<file path="config.mk">
export PLATFORM = sky130hd
export DESIGN_NAME = wb_ddr_arbiter_flat
export DESIGN_NICKNAME = d
export VERILOG_FILES = /design/src/rtl/wb_ddr_arbiter_if.sv /design/src/rtl/wb_ddr_arbiter.sv /design/src/flat_wrapper.sv
export SDC_FILE = /design/constraint.sdc
export NUM_CORES = 1
export LEC_CHECK = 0
export CAP_MARGIN = 20
export CORE_AREA = 2 2 141 143
export DETAILED_ROUTE_END_ITERATION = 10
export DIE_AREA = 0 0 143 145
export GPL_TIMING_DRIVEN = 0
export HOLD_SLACK_MARGIN = 0.12
export SLEW_MARGIN = 5
export SYNTH_ARGS = -nofsm -noshare
export SYNTH_HDL_FRONTEND = slang
export SYNTH_SLANG_ARGS = --single-unit
</file>
<file path="constraint.sdc">
create_clock -name clk -period 3.1 [get_ports clk]
set_input_delay 0.62 -clock clk [delete_from_list [all_inputs] [get_ports clk]]
set_output_delay 0.62 -clock clk [all_outputs]
set_load 0.05 [all_outputs]
</file>
<file path="src/rtl/wb_ddr_arbiter_if.sv">
// Wishbone bundle joining NUM_MASTERS bus masters, the round-robin arbiter and the
// single DDR controller slave port. Master vectors are packed, master i in row i.
interface wb_ddr_arbiter_if #(
  parameter int NUM_MASTERS = 3
);
  logic [NUM_MASTERS-1:0]       m_cyc, m_stb, m_we;
  logic [NUM_MASTERS-1:0][31:0] m_adr, m_dat_w;
  logic [NUM_MASTERS-1:0][3:0]  m_sel;
  logic [31:0]                  m_dat_r;
  logic [NUM_MASTERS-1:0]       m_ack, m_err, grant;
  logic                         s_cyc, s_stb, s_we, s_ack;
  logic [31:0]                  s_adr, s_dat_w, s_dat_r;
  logic [3:0]                   s_sel;

  // arbiter view: slave towards the masters, master towards the DDR controller
  modport slave (
    input  m_cyc, m_stb, m_we, m_adr, m_sel, m_dat_w, s_dat_r, s_ack,
    output m_dat_r, m_ack, m_err, s_cyc, s_stb, s_we, s_adr, s_sel, s_dat_w, grant
  );

  // environment view: the bus masters plus the DDR controller
  modport master (
    output m_cyc, m_stb, m_we, m_adr, m_sel, m_dat_w, s_dat_r, s_ack,
    input  m_dat_r, m_ack, m_err, s_cyc, s_stb, s_we, s_adr, s_sel, s_dat_w, grant
  );
endinterface

</file>
<file path="src/rtl/wb_ddr_arbiter.sv">
// Round-robin Wishbone arbiter in front of the DDR controller. Grant is held for the
// whole m_cyc cycle; a watchdog turns a stalled strobe into a one-cycle m_err.
module wb_ddr_arbiter #(
  parameter int NUM_MASTERS = 3,
  parameter int TIMEOUT     = 256
) (
  input  logic            clk,
  input  logic            reset_n,
  wb_ddr_arbiter_if.slave bus
);
  localparam int          LW     = (NUM_MASTERS > 1) ? $clog2(NUM_MASTERS) : 1;
  localparam logic [15:0] WD_LIM = (TIMEOUT > 0) ? 16'(TIMEOUT - 1) : 16'hffff;

  typedef enum logic [1:0] {IDLE, OWN, ERR} state_t;

  state_t                 state_q;
  logic [NUM_MASTERS-1:0] grant_q, grant_d;
  logic [LW-1:0]          last_q;
  logic [15:0]            wd_q, wd_d;

  logic [LW-1:0]          g_idx, pick_idx;
  logic                   pick_vld, own, g_cyc, wd_hit;

  always_comb begin
    g_idx = '0;
    for (int i = 0; i < NUM_MASTERS; i++)
      if (grant_q[i]) g_idx = LW'(i);
  end

  // Search last+N down to last+1 so the nearest requester after `last` is written last.
  always_comb begin
    logic [LW-1:0] cand;
    cand     = '0;
    pick_vld = 1'b0;
    pick_idx = '0;
    for (int k = NUM_MASTERS; k >= 1; k--) begin
      cand = LW'((int'(last_q) + k) % NUM_MASTERS);
      if (bus.m_cyc[cand]) begin
        pick_vld = 1'b1;
        pick_idx = cand;
      end
    end
    grant_d           = '0;
    grant_d[pick_idx] = pick_vld;
  end

  assign own   = (state_q == OWN);
  assign g_cyc = bus.m_cyc[g_idx];

  // In IDLE g_idx is 0, so the address/data mux shows master 0.
  assign bus.s_cyc   = (state_q != IDLE);
  assign bus.s_stb   = own & bus.m_stb[g_idx];
  assign bus.s_we    = bus.m_we[g_idx];
  assign bus.s_adr   = bus.m_adr[g_idx];
  assign bus.s_sel   = bus.m_sel[g_idx];
  assign bus.s_dat_w = bus.m_dat_w[g_idx];
  assign bus.m_dat_r = bus.s_dat_r;
  assign bus.grant   = grant_q;

  assign wd_hit = (TIMEOUT > 0) && bus.s_stb && !bus.s_ack && (wd_q == WD_LIM);

  for (genvar i = 0; i < NUM_MASTERS; i++) begin : g_lane
    assign bus.m_ack[i] = grant_q[i] & own & bus.s_ack;
    assign bus.m_err[i] = grant_q[i] & wd_hit;
  end

  // Counts consecutive stalled strobe cycles; anything else, including leaving OWN, clears it.
  always_comb begin
    wd_d = '0;
    if (own && g_cyc && !wd_hit && bus.s_stb && !bus.s_ack)
      wd_d = (wd_q == 16'hffff) ? wd_q : wd_q + 16'd1;
  end

  always_ff @(posedge clk or negedge reset_n) begin
    if (!reset_n) begin
      state_q <= IDLE;
      grant_q <= '0;
      last_q  <= LW'(NUM_MASTERS - 1);
      wd_q    <= '0;
    end else begin
      wd_q <= wd_d;
      case (state_q)
        IDLE:
          if (pick_vld) begin
            grant_q <= grant_d;
            state_q <= OWN;
          end
        OWN, ERR:
          if (!g_cyc) begin
            last_q  <= g_idx;
            grant_q <= '0;
            state_q <= IDLE;
          end else if (wd_hit) begin
            state_q <= ERR;
          end
        default: state_q <= IDLE;
      endcase
    end
  end
endmodule

</file>
<file path="src/flat_wrapper.sv">
// flat-port wrapper written by rule: the top's interface ports become plain ports
module wb_ddr_arbiter_flat 
#(
  parameter int NUM_MASTERS = 3,
  parameter int TIMEOUT     = 256
)
  (clk, reset_n, bus_m_cyc, bus_m_stb, bus_m_we, bus_m_adr, bus_m_sel, bus_m_dat_w, bus_s_dat_r, bus_s_ack, bus_m_dat_r, bus_m_ack, bus_m_err, bus_s_cyc, bus_s_stb, bus_s_we, bus_s_adr, bus_s_sel, bus_s_dat_w, bus_grant);
  wb_ddr_arbiter_if #(.NUM_MASTERS(NUM_MASTERS)) bus_i ();
  input  logic clk;
  input  logic reset_n;
  input wire logic [$bits(bus_i.m_cyc)-1:0] bus_m_cyc;
  input wire logic [$bits(bus_i.m_stb)-1:0] bus_m_stb;
  input wire logic [$bits(bus_i.m_we)-1:0] bus_m_we;
  input wire logic [$bits(bus_i.m_adr)-1:0] bus_m_adr;
  input wire logic [$bits(bus_i.m_sel)-1:0] bus_m_sel;
  input wire logic [$bits(bus_i.m_dat_w)-1:0] bus_m_dat_w;
  input wire logic [$bits(bus_i.s_dat_r)-1:0] bus_s_dat_r;
  input wire logic [$bits(bus_i.s_ack)-1:0] bus_s_ack;
  output wire logic [$bits(bus_i.m_dat_r)-1:0] bus_m_dat_r;
  output wire logic [$bits(bus_i.m_ack)-1:0] bus_m_ack;
  output wire logic [$bits(bus_i.m_err)-1:0] bus_m_err;
  output wire logic [$bits(bus_i.s_cyc)-1:0] bus_s_cyc;
  output wire logic [$bits(bus_i.s_stb)-1:0] bus_s_stb;
  output wire logic [$bits(bus_i.s_we)-1:0] bus_s_we;
  output wire logic [$bits(bus_i.s_adr)-1:0] bus_s_adr;
  output wire logic [$bits(bus_i.s_sel)-1:0] bus_s_sel;
  output wire logic [$bits(bus_i.s_dat_w)-1:0] bus_s_dat_w;
  output wire logic [$bits(bus_i.grant)-1:0] bus_grant;
  assign bus_i.m_cyc = bus_m_cyc;
  assign bus_i.m_stb = bus_m_stb;
  assign bus_i.m_we = bus_m_we;
  assign bus_i.m_adr = bus_m_adr;
  assign bus_i.m_sel = bus_m_sel;
  assign bus_i.m_dat_w = bus_m_dat_w;
  assign bus_i.s_dat_r = bus_s_dat_r;
  assign bus_i.s_ack = bus_s_ack;
  assign bus_m_dat_r = bus_i.m_dat_r;
  assign bus_m_ack = bus_i.m_ack;
  assign bus_m_err = bus_i.m_err;
  assign bus_s_cyc = bus_i.s_cyc;
  assign bus_s_stb = bus_i.s_stb;
  assign bus_s_we = bus_i.s_we;
  assign bus_s_adr = bus_i.s_adr;
  assign bus_s_sel = bus_i.s_sel;
  assign bus_s_dat_w = bus_i.s_dat_w;
  assign bus_grant = bus_i.grant;
  wb_ddr_arbiter #(.NUM_MASTERS(NUM_MASTERS), .TIMEOUT(TIMEOUT)) u_core (.clk(clk), .reset_n(reset_n), .bus(bus_i));
endmodule
</file>
== After elaboration in Yosys (flattened, before gate mapping) ==
Cells that the tools add are included.
W data, S select, Z words.
Storage, ports and cells
  register bits after elaboration: 23
  output and inout bits: 112
Operators by class
  add/sub/neg operators: 4
  div/mod/pow operators: 3
  order comparisons: 6
  eq/ne operators: 8
  multiplexer cells: 37
  bitwise gates (word level): 12
  reductions and logical operators: 16
Operators with widths (count)
  $bmux W32 S2: 2
  $mod A32 B3 Y32 const B: 3
  $mux W32: 2
  $mux W16: 2
  $add A16 B1 Y16 const B: 1
  $eq A16 B16 Y1 const B: 1
  $eq A16 B8 Y1 const B: 1
  $lt A2 B3 Y1 const B: 5
  $mux W2: 7
  $bmux W1 S2: 6
  $mux W1: 11
  $and A1 B1 Y1: 10
  $bmux W4 S2: 1
  $logic_and A1 B1 Y1: 7
  $add A2 B2 Y3 const B: 2
  $mux W3: 2
  $pmux W3 S2: 1
  $mux W4: 1
  $ne A2 B2 Y1 const B: 2
  $pmux W2 S2: 1
  $reduce_and A2 Y1: 2
  $reduce_bool A2 Y1: 2
  $add A2 B1 Y3 const B: 1
  $and A3 B3 Y3: 1
  other kinds (11): 12

== Longest topological paths before layout ==
  word-level depth: 14
  gate-level depth with buffers: 8
  mapped depth without buffers: 7

== Worst setup path before layout ==
No wires, ideal clock.
  path type: flip-flop to output port
  start: reg u_core.grant_q[1] (netlist: u_core.bus.grant[1])
  end: out bus_s_dat_w[19]
  arrival: 2730 ps
  setup slack: -250 ps
  stages on the path, launching flop included: 5
  path buffers: 2
  cells stage by stage: dfrtp_1 > buf_1 > buf_1 > mux2i_1 > o21ai_0
On the way
  cells in the longest elaborated chain, start to end: 4
Ends and longest elaborated chain
  start: declaration: line wb_ddr_arbiter.sv:17  | logic [NUM_MASTERS-1:0] grant_q, grant_d;
  start signal: assignment: line wb_ddr_arbiter.sv:85  | grant_q <= grant_d;
  $mux W1: line wb_ddr_arbiter.sv:27  | if (grant_q[i]) g_idx = LW'(i);
  $mux W2: line wb_ddr_arbiter.sv:27
  $bmux W32 S2: line wb_ddr_arbiter.sv:56  | assign bus.s_dat_w = bus.m_dat_w[g_idx];
  $mux W32 (implied by the code): line wb_ddr_arbiter.sv:56
  end: declaration: line flat_wrapper.sv:27  | output wire logic [$bits(bus_i.s_dat_w)-1:0] bus_s_dat_w;
No other way between the ends. The select of a mux whose other input is x is not followed.

== Final worst setup path ==
  start: in bus_s_ack
  end: out bus_m_err[2]
On the way
  cells in the longest elaborated chain, start to end: 4
Ends and longest elaborated chain
  start: declaration: line flat_wrapper.sv:18  | input wire logic [$bits(bus_i.s_ack)-1:0] bus_s_ack;
  $logic_not A1 Y1: line wb_ddr_arbiter.sv:60  | assign wd_hit = (TIMEOUT > 0) && bus.s_stb && !bus.s_ack && (wd_q == WD_LIM);
  $logic_and A1 B1 Y1 (2 in series): line wb_ddr_arbiter.sv:60
  $and A1 B1 Y1: line wb_ddr_arbiter.sv:64  | assign bus.m_err[i] = grant_q[i] & wd_hit;
  end: declaration: line flat_wrapper.sv:21  | output wire logic [$bits(bus_i.m_err)-1:0] bus_m_err;
No other way between the ends.

==> PnR_summary.wiki <==
{| class="wikitable"
! Metric !! Value
|-
| Number of buffers on the longest clock path || 2
|-
| Net count of the finished layout || slightly above 1,000
|-
| Clk Tree Root Cell || clkbuf_16
|-
| Share of synthesized area spent on multiplexers || 0.2322
|-
| Post-DR wirelength/cell || ~20 um
|-
| Combinational power share || 0.833
|-
| Hold bufs inserted after CTS || 0
|-
| Worst stage delay on the critical path || slightly below 600 ps
|-
| Wire length of the first global-routing pass || approximately 28 mm
|-
| Post-synthesis sequential element count || 23
|-
| Worst slew pin tran || ~720 ps
|-
| Top cells by area, synth || mux2i_1 23%, dfrtp_1 17%, o21ai_0 11%
|-
| Share of total power in sequential cells || 0.095
|-
| Mapped Avg Cell Area || a little over 7 sq um
|-
| Top cell type by total area after synthesis || mux2i_1
|-
| Internal power consumption || around 1600 uW
|-
| Synth Area in Compound Gates || 0.2001
|-
| Path class of the lowest-slack min-delay path || reg -> reg
|-
| Arrival time worst endpoint || about 2400 ps
|-
| Source of the worst register-to-register timing path || u_core.last_q[0]
|-
| Number of buffers created by CTS || 3
|-
| Switching power || roughly 2400 uW
|-
| Diode count || 0
|-
| Estimated wirelength of the detail-placed design || between 15 and 20 mm
|-
| Main combinational cell family by area after synthesis || multiplexers
|-
| Number of DRC markers after the initial detailed-route iteration || 157
|-
| Via count normalized by instance count || between 4 and 5
|-
| Area of the mapped netlist || around 3200 sq um
|-
| Max Freq || roughly 330 MHz
|-
| Height of the die || between 100 and 150 um
|-
| Power per unit of standard cell area || between 500 and 600 nW/um^2
|-
| Number of enable-type register cells in the synthesized netlist || 0
|-
| Max-Slew Margin vs Limit || 0.5170
|-
| Ports placed on the boundary || 360
|-
| Count of input and output buffers || approximately 330
|-
| Top-area cell type share of the netlist area || 0.2287
|-
| Slowest CP cell || or4_4
|-
| Total via count after detailed routing || 4,303
|-
| Net Sw Frac || 0.6045
|-
| Final-report hold violation count || 0
|-
| Number of design rule violations left after detail routing || 0
|-
| Leading cell type by number of instances after synthesis || nand2_1
|-
| Startpoint of the lowest-slack hold path || u_core.last_q[1]
|-
| Share of final-layout standard cells stronger than drive strength 1 || 0.1134
|-
| Core Box Area || 19,210 sq um
|-
| Cell area reported after detailed placement || 6746 sq um
|-
| Final weighted congestion in routability-driven placement || between 0.8 and 0.9
|-
| Critical path start-end classification || in -> out
|-
| Post-Synth Simple-Gate Area || 0.1965
|-
| Sequential-to-total area share from yosys stat || 0.1830
|-
| Tcrit/Tclk final || 0.9756
|-
| Max Fanout on Critical Path || 4
|-
| H-tree level count || 1
|-
| Number of buffer and inverter instances along the worst setup path || 2
|-
| Critical path, cell by cell || clkdlybuf4s50_1 > a2111o_1 > or4_4 > nor2_4 > buf_8
|-
| Reg2reg path depth || 8
|-
| Type of destination of the critical path || output pin
|-
| Final Max Slew Viols || 0
|-
| Critical path data required time || 2480 ps
|-
| Clock network latency to the later pin of the worst-skew pair || around 260 ps
|-
| Post-Syn Nets || 689
|-
| Post-route clock skew || around 3.0 ps
|-
| Clock-pin slew on the worst setup and hold paths || 60 ps
|-
| Leakage component of the power || around 0.0027 uW
|-
| Drt pass-1 iters || 4
|-
| Proportion of register bits with asynchronous set or reset after synthesis || 1.000
|-
| Overall routing resource usage || 0.1868
|-
| Vias in the first global route || about 4,200
|-
| Share of total power in the clock network || 0.072
|-
| Status || finished clean
|-
| Floorplan row count || between 50 and 60
|-
| Width of the chip || 143 um
|-
| Layout Cell Area excl Fill || roughly 6800 sq um
|-
| Synthesized-area fraction occupied by adder cells || 0.02779
|-
| Worst reg2reg setup slack || 820 ps
|-
| Area delta synth->final || 115.0%
|-
| Maximum resistive drop on vdd || ~0.29 mV
|-
| Number of distinct standard cells referenced by the synthesized netlist || between 40 and 50
|-
| Leading post-synthesis cells by instance count || 79 x nand2_1, 72 x mux2i_1, 72 x o21ai_0
|-
| Clock tree from TritonCTS || done
|-
| Placed Instances || 1,025
|-
| Number of maximum-capacitance constraint violations || 0
|-
| Largest delay contributor family on the critical path || simple AND/OR/NAND/NOR gates
|-
| Antenna Nets Post-Route || 0
|-
| Total overflow reported by the global router || 0
|-
| Startpoint class of the critical path || input pin
|-
| Number of setup violations in the final report || 0
|-
| Worst slack at placement || -891.9 ps
|-
| Clock sink count || 23
|-
| Hold Path Sink || u_core.last_q[1]
|-
| Count of mapped cells out of synthesis || 434
|-
| Count of non-filler cells in the finished layout || slightly above 1,000
|-
| PnR worst setup slack || ~76 ps
|-
| Setup repair after global routing missed its margin || true
|-
| Largest net degree at the start of global routing || 24
|-
| Initial Utilization || 0.1641
|-
| Fraction of synthesized cell area in xor and xnor cells || 0.03057
|-
| Final period demand of the worst path || 3024 ps
|-
| Number of antenna violations at the first check in global routing || 1
|-
| Floorplan die area || approximately 21,000 sq um
|-
| Total detailed-routing wirelength || approximately 21 mm
|-
| Most frequently used flop master after synthesis || dfrtp_1
|-
| Capture point of the worst reg-to-reg path || u_core.bus.grant[0]
|-
| YS warnings || 0
|-
| Min-Delay Path Depth || 2
|-
| Final Core Density || 0.3529
|}
cell usage in the layout, fill, tap and decap left out, types with 3 or more instances in the layout:
| master | count |
|---|---|
| a211oi_1 | 3 |
| a21oi_1 | 7 |
| and2_1 | 3 |
| and3_1 | 5 |
| and4_1 | 3 |
| buf_2 | 8 |
| buf_4 | 37 |
| clkbuf_1 | 10 |
| clkbuf_16 | 3 |
| clkbuf_2 | 25 |
| clkdlybuf4s15_1 | 4 |
| clkdlybuf4s15_2 | 4 |
| clkdlybuf4s50_1 | 250 |
| dfrtp_1 | 21 |
| dlygate4sd2_1 | 46 |
| dlymetal6s2s_1 | 3 |
| ha_1 | 7 |
| inv_1 | 12 |
| mux2i_1 | 71 |
| nand2_1 | 79 |
| nand3_1 | 4 |
| nand3b_1 | 3 |
| nor2_1 | 20 |
| nor3_1 | 6 |
| o2111ai_1 | 3 |
| o21ai_0 | 7 |
| o21ai_1 | 71 |
| or3_1 | 3 |
| xnor2_1 | 3 |
| xor2_1 | 8 |
flip-flops by register name (all words and copies together), names as in the netlist:
signal / flops
u_core.state_q: 2
u_core.wd_q: 16
u_core.last_q: 2
u_core.bus.grant: 3
power groups by stage:
stage	clock network (uW)	logic [uW]	registers [uW]
floorplan	0	2130	399
detailed placement	0	3510	385
finish	283	3300	377
global placement	0	3510	384
global route	305	3500	385
CTS	295	3340	379
stage by stage:
stage	setup TNS, ps	power, uW	hold WS [ps]
final	0	3960	529.0
after global routing	-198.7	4193	535.8
after CTS	-0.9863	4018	525.7
after detailed placement	-19300	3899	514.2
after global placement	-18320	3898	498.7
after floorplan	0	2533	324.4
per-layer routing:
metal / up-vias / GRT usage / part of all wire
li1: 2167 / - / -
met1: 1946 / 0.2540 / 0.42
met2: 186 / 0.2794 / 0.42
met3: 2 / 0.09637 / 0.16
met4: 2 / 0.003465 / 0
met5: - / 0 / 0.00062
worst max-delay path by stage:
stage	to	cells past startpoint	slack, ps	start
floorplan	bus_m_err[2]	4	4	u_core.bus.grant[1]
global placement	bus_m_err[0]	6	-970	bus_m_stb[1]
detailed placement	bus_m_err[0]	6	-890	bus_m_stb[1]
CTS	bus_s_we	5	-1	u_core.bus.grant[2]
global route	bus_s_dat_w[5]	5	-90	u_core.bus.grant[1]
finish	bus_m_err[2]	5	80	bus_s_ack
cell families after synthesis:
family | after synthesis
multiplexers | 73
AND/OR/NAND/NOR | 137
flip-flops | 23
buffers and inverters | 74
AO/OA/AOI/OAI | 109
adder cells (fa/ha/maj) | 7
XOR/XNOR | 11
tightest hold or removal path, delay by kind of cell (launching register included):
kind	cells	cell delay (ps)
AOI/OAI and AO/OA	2	140
DFF	1	380
area by class of cell:
cell class	count	area, sq um
inverter	13	48.80
buffer	61	380.4
tap	265	331.6
multi-input combinational	337	2192
timing repair buffer	329	3168
sequential	23	578.1
fill	2085	12430
clock buffer	4	78.83
repair_timing:
action	in CTS	in global routing
gates resized for setup	118	46
endpoints found under the setup margin	73	31
pin swaps	3	3
setup buffers	0	2
Note: power is estimated with default switching activity, not from simulation.
